===== src/rtl/wb_chan_regbank.sv =====
// Wishbone classic-pipelined register bank: N_CHAN channels, each with a R/W
// control register (byte-lane writes, write strobe) and a live or sticky-W1C status register.
module wb_chan_regbank #(
  parameter int          N_CHAN   = 4,
  parameter int          ST_W     = 2,
  parameter bit          STICKY   = 1'b0,
  parameter logic [31:0] CTRL_RST = 32'h0,
  parameter int          AW       = ($clog2(2*N_CHAN) < 1) ? 1 : $clog2(2*N_CHAN)
) (
  input  logic                   clk_i,
  input  logic                   rst_i,
  input  logic                   wb_cyc_i,
  input  logic                   wb_stb_i,
  input  logic                   wb_we_i,
  input  logic [AW+1:2]          wb_adr_i,
  input  logic [3:0]             wb_sel_i,
  input  logic [31:0]            wb_dat_i,
  output logic                   wb_ack_o,
  output logic                   wb_err_o,
  output logic                   wb_rty_o,
  output logic                   wb_stall_o,
  output logic [31:0]            wb_dat_o,
  output logic [32*N_CHAN-1:0]   ctrl_o,
  output logic [N_CHAN-1:0]      ctrl_wr_o,
  input  logic [ST_W*N_CHAN-1:0] status_i
);

  localparam logic [31:0] N_WORDS = 32'(2*N_CHAN);

  function automatic logic [31:0] lane_mask(input logic [3:0] sel);
    logic [31:0] m;
    for (int b = 0; b < 4; b++) m[8*b +: 8] = {8{sel[b]}};
    return m;
  endfunction

  logic          en, rd_acc, wr_acc;
  logic          rip, wip, rd_done_q, wr_done_q;
  logic          wr_req_d0;
  logic [AW-1:0] adr_d0;
  logic [31:0]   dat_d0;
  logic [3:0]    sel_d0;
  logic [31:0]   wr_mask, wr_dat_m;
  logic          rd_unmapped, wr_unmapped;
  logic [31:0]   rd_data;
  logic [31:0]   ctrl_q  [N_CHAN];
  logic [ST_W-1:0] st_view [N_CHAN];

  assign en     = wb_cyc_i & wb_stb_i;
  assign rd_acc = en & ~wb_we_i & ~rip;
  assign wr_acc = en &  wb_we_i & ~wip;

  assign wr_mask     = lane_mask(sel_d0);
  assign wr_dat_m    = dat_d0 & wr_mask;
  assign rd_unmapped = 32'(wb_adr_i) >= N_WORDS;
  assign wr_unmapped = 32'(adr_d0) >= N_WORDS;

  // NOTE: every signal written in always_comb gets a default first, so no path leaves it unassigned and no latch is inferred.
  always_comb begin
    rd_data = '0;
    for (int k = 0; k < N_CHAN; k++) begin
      if (wb_adr_i == AW'(2*k))
        rd_data = ctrl_q[k];
      if (wb_adr_i == AW'(2*k+1))
        rd_data[ST_W-1:0] = st_view[k];
    end
  end

  // NOTE: sequential state uses non-blocking assignments only, so every flop samples values from before the edge.
  always_ff @(posedge clk_i) begin
    if (rst_i) begin
      rip       <= 1'b0;
      wip       <= 1'b0;
      rd_done_q <= 1'b0;
      wr_done_q <= 1'b0;
      wr_req_d0 <= 1'b0;
      adr_d0    <= '0;
      dat_d0    <= '0;
      sel_d0    <= '0;
      wb_ack_o  <= 1'b0;
      wb_err_o  <= 1'b0;
      wb_dat_o  <= '0;
    end else begin
      rd_done_q <= rd_acc;
      wr_done_q <= wr_req_d0;
      rip       <= rd_acc | (rip & ~rd_done_q);
      wip       <= wr_acc | (wip & ~wr_done_q);
      wr_req_d0 <= wr_acc;
      if (wr_acc) begin
        adr_d0 <= wb_adr_i;
        dat_d0 <= wb_dat_i;
        sel_d0 <= wb_sel_i;
      end
      wb_ack_o <= (rd_acc & ~rd_unmapped) | (wr_req_d0 & ~wr_unmapped);
      wb_err_o <= (rd_acc &  rd_unmapped) | (wr_req_d0 &  wr_unmapped);
      wb_dat_o <= rd_acc ? rd_data : '0;
    end
  end

  // NOTE: the control array is a handful of flops, not a RAM, so it takes a reset value like any other register.
  always_ff @(posedge clk_i) begin
    if (rst_i) begin
      ctrl_wr_o <= '0;
      for (int k = 0; k < N_CHAN; k++) ctrl_q[k] <= CTRL_RST;
    end else begin
      ctrl_wr_o <= '0;
      for (int k = 0; k < N_CHAN; k++) begin
        if (wr_req_d0 && adr_d0 == AW'(2*k)) begin
          ctrl_q[k]    <= (ctrl_q[k] & ~wr_mask) | wr_dat_m;
          ctrl_wr_o[k] <= 1'b1;
        end
      end
    end
  end

  always_comb begin
    ctrl_o = '0;
    for (int k = 0; k < N_CHAN; k++) ctrl_o[32*k +: 32] = ctrl_q[k];
  end

  if (STICKY) begin : g_sticky
    logic [ST_W-1:0] lat_q [N_CHAN];
    logic [ST_W-1:0] clr   [N_CHAN];

    always_comb begin
      for (int k = 0; k < N_CHAN; k++) begin
        clr[k] = '0;
        if (wr_req_d0 && adr_d0 == AW'(2*k+1)) clr[k] = wr_dat_m[ST_W-1:0];
      end
    end

    // New events are OR-ed in after the clear, so a set in the clear cycle survives.
    always_ff @(posedge clk_i) begin
      for (int k = 0; k < N_CHAN; k++) begin
        if (rst_i) lat_q[k] <= '0;
        else       lat_q[k] <= (lat_q[k] & ~clr[k]) | status_i[k*ST_W +: ST_W];
      end
    end

    always_comb begin
      for (int k = 0; k < N_CHAN; k++) st_view[k] = lat_q[k];
    end
  end else begin : g_live
    always_comb begin
      for (int k = 0; k < N_CHAN; k++) st_view[k] = status_i[k*ST_W +: ST_W];
    end
  end

  assign wb_rty_o   = 1'b0;
  assign wb_stall_o = en & ~(wb_ack_o | wb_err_o);

endmodule


===== config.mk =====
export PLATFORM = sky130hd
export DESIGN_NAME = wb_chan_regbank
export DESIGN_NICKNAME = d
export VERILOG_FILES = /design/src/rtl/wb_chan_regbank.sv
export SDC_FILE = /design/constraint.sdc
export NUM_CORES = 1
export LEC_CHECK = 0
export ABC_AREA = 1
export BUFFER_PORTS_ARGS = -buffer_cell sky130_fd_sc_hd__clkbuf_2
export CORE_MARGIN = 2
export CORE_UTILIZATION = 30
export CTS_CLUSTER_SIZE = 16
export DETAILED_ROUTE_END_ITERATION = 8
export PLACE_DENSITY_LB_ADDON = 0.25
export SYNTH_ARGS = -nofsm -noshare
export SYNTH_HDL_FRONTEND = slang
export SYNTH_SLANG_ARGS = --single-unit
export TNS_END_PERCENT = 50

===== constraint.sdc =====
create_clock -name clk_i -period 2 [get_ports clk_i]
set_input_delay 0.2 -clock clk_i [delete_from_list [all_inputs] [get_ports clk_i]]
set_output_delay 0.2 -clock clk_i [all_outputs]
set_load 0.02 [all_outputs]

==> flow_summary.yaml <==
routing:
  drtIter0Drc: 568
  ant_nets: 0
  vias_per_cell: 4.83
  vias: 7654
  drcViolationCount: 0
  drt-pass1-iter-count: 5
  wl_mm: 29.6
  wire_per_inst_um: 18.7
critical_path:
  crit_chain: "inv_1 > nand3_1 > nor2_1 > inv_2 > nor2_1"
  cp.arrival_ps: 1850
  slowest_stage: "inv_2"
  critPathKind: "reg2reg"
  critPathLaunchType: "register"
  rrSetupSlack_ps: 380
  cp_common_cell: "nor2_1"
  required_ps: 2230
  cp_slowest_stage_delay_ps: 580
  cp_max_fo: 32
  crit_path_end_kind: "register"
synth:
  yosysTopAreaCell: "edfxtp_1"
  ys_types: 28
  synth-seq-area-share_pct: 61.6
  synth_top_cell_area_share_pct: 43.3
  synth_area_leaders: "edfxtp_1 43%, dfxtp_1 18%, nor2_1 8.7%"
  netlist_area_sq_um: 8870
  postSynthCellCount: 935
  ys_warn_count: 0
  synth_seq_cells: 209
  syn_avg_cell_area_sq_um: 9.49
clocking:
  post_cts_buffers: 0
  clock_sinks: 209
  clk_pin_slew_ps: 60
  clk_latency_ps: 510
  ctsResizeCount: 0
  cts_made_buffers: 24
  cts-htree-levels: 1
  clk_path_buf_depth: 3
  cts_tree: "built"
  cts-root-buf: "clkbuf_16"
  ctsHoldBuffers: 38
floorplanning:
  die_w_um: 176
  io-pin-count: 220
  core_area_sq_um: 28900
  fp.dieArea_sq_um: 31000
  start_util_pct: 30.7
  rows: 62
  die_y_um: 176
layout:
  final_nets: 1235
  design_area_sq_um: 11700
  drive_gt1_share_pct: 26.6
  mostFrequentLayoutCell: "clkbuf_2"
  layout_common_cells: "217 x clkbuf_2, 205 x nor2_1, 137 x a21oi_1"
  areaGrowthSynthToFinish_pct: 31.3
  fillers: 2915
  final_core_util_pct: 40.3
power_and_ir_drop:
  leakage_nw: 4.83
  worst_ir_drop_vdd_v: 0.000445
  power.density_nw_per_um2: 905
global_routing:
  antenna_found_initial: 1
  grt_max_degree: 39
  grt_pass1_vias: 7485
  track_usage_pct: 18.8
  grt_pass1_wl_mm: 44.7
  grt.overflow.total: 0
sta:
  hold_viol: 0
  grt_setup_unrepaired: "no"
  fin_setup_tns_ps: 0
  period_needed_ps: 1620
  fin_crit_sh_pct: 80.9
  max-slew-margin-rel_pct: 47.7
  fmax_mhz: 618
  fin_skew_ps: 11.4
  worstMarginPinSlew_ps: 784
  setup_viol: 0
  drv_slew: 0
min_path:
  hold_path.class: "in2reg"
placed_design:
  dp_hpwl_mm: 19.6
  place.gp.congestion: 0.775
  dpl_cell_area_sq_um: 10400
  port_buffers: 217
outcome:
  outcome: "finished, final reports clean"
job:
  maxCapViolCount: 0
==> synth_stat cells <==
| library cell | n |
|---|---|
| buf_1 | 2 |
| nand3_4 | 1 |
| nor3_1 | 2 |
| nor3_2 | 1 |
| nor4_4 | 1 |
| o21ai_1 | 2 |
| nand2_1 | 140 |
| inv_2 | 6 |
| nor3_4 | 1 |
| dfxtp_1 | 81 |
| edfxtp_1 | 128 |
| nand3_1 | 36 |
| a21oi_1 | 137 |
| a41oi_1 | 16 |
| clkbuf_2 | 1 |
| inv_1 | 50 |
| nand4_1 | 6 |
| nand3_2 | 1 |
| a41oi_2 | 14 |
| or2_2 | 2 |
| buf_2 | 19 |
| o21ai_0 | 40 |
| o22ai_1 | 1 |
| conb_1 | 1 |
| buf_4 | 4 |
| buf_6 | 5 |
| nor2_1 | 206 |
| clkbuf_1 | 31 |
==> power breakdown <==
part | internal (mW) | total, mW | switching (mW)
clock network | 3.07 | 4.82 | 1.75
registers | 4.72 | 4.85 | 0.129
logic | 0.294 | 0.878 | 0.584
total | 8.08 | 10.5 | 2.46
==> final cells by class <==
cell class | instances | area, sq um | share of cell area (%)
multi-input combinational | 609 | 2920 | 25.0
sequential | 209 | 5470 | 46.9
tap | 384 | 480 | 4.12
clock inverter | 6 | 133 | 1.14
antenna | 1 | 2.50 | 0.0215
inverter | 56 | 210 | 1.80
timing repair buffer | 283 | 1700 | 14.6
clock buffer | 38 | 746 | 6.40
==> critical path: cells and delay by family, from the launching register on <==
family | cells | cell delay, ps
buffers and inverters | 2 | 650
flip-flops | 1 | 370
AND/OR/NAND/NOR | 3 | 320
==> sequential cells by signal, summed over array words and instances (netlist names), 3 cells and up <==
signal and flops:
ctrl_q 128, dat_d0 32, wb_dat_o 32, ctrl_wr_o 4
sel_d0 4, adr_d0 3
==> logic make-up (layout without fill, tap and decap cells) <==
| group | Yosys count | count (layout) | share of synthesized area (%) |
|---|---|---|---|
| buf+inv | 118 | 383 | 5.87 |
| compound gates | 210 | 210 | 14.3 |
| other cells | 1 | 3 | 0.0423 |
| simple gates | 397 | 397 | 18.2 |
| flops | 209 | 209 | 61.6 |
==> stage by stage <==
stage | total power, mW | hold slack (ps) | cells | setup WS (ps)
2_1_floorplan | 5.39 | 285 | 936 | 217
3_3_place_gp | 5.76 | 405 | 1503 | 398
3_5_place_dp | 5.76 | 412 | 1503 | 333
4_1_cts | 10.6 | 26.4 | 1585 | 328
5_1_grt | 10.9 | 73.4 | 1586 | 181
6_report | 10.5 | 46.5 | 1586 | 382
==> layer usage <==
metal	routed length, um	vias to the layer above	track usage (%)
li1	-	3679	-
met1	13100	3676	25.0
met2	14000	261	31.5
met3	1990	38	3.96
met4	543	0	4.27
met5	0	-	0
==> worst paths after layout <==
kind,start,endpoint,depth (start not counted)
setup / recovery,adr_d0[2]$_SDFFE_PP0P_,ctrl_q[0][26]$_SDFFCE_PN0P_,5
hold / removal,rst_i,wr_req_d0$_SDFF_PP0_,2
setup reg to reg,adr_d0[2]$_SDFFE_PP0P_,ctrl_q[0][26]$_SDFFCE_PN0P_,5
hold reg to reg,wr_done_q$_SDFF_PP0_,wip$_SDFF_PP0_,1
(Power assumes the default switching activity.)
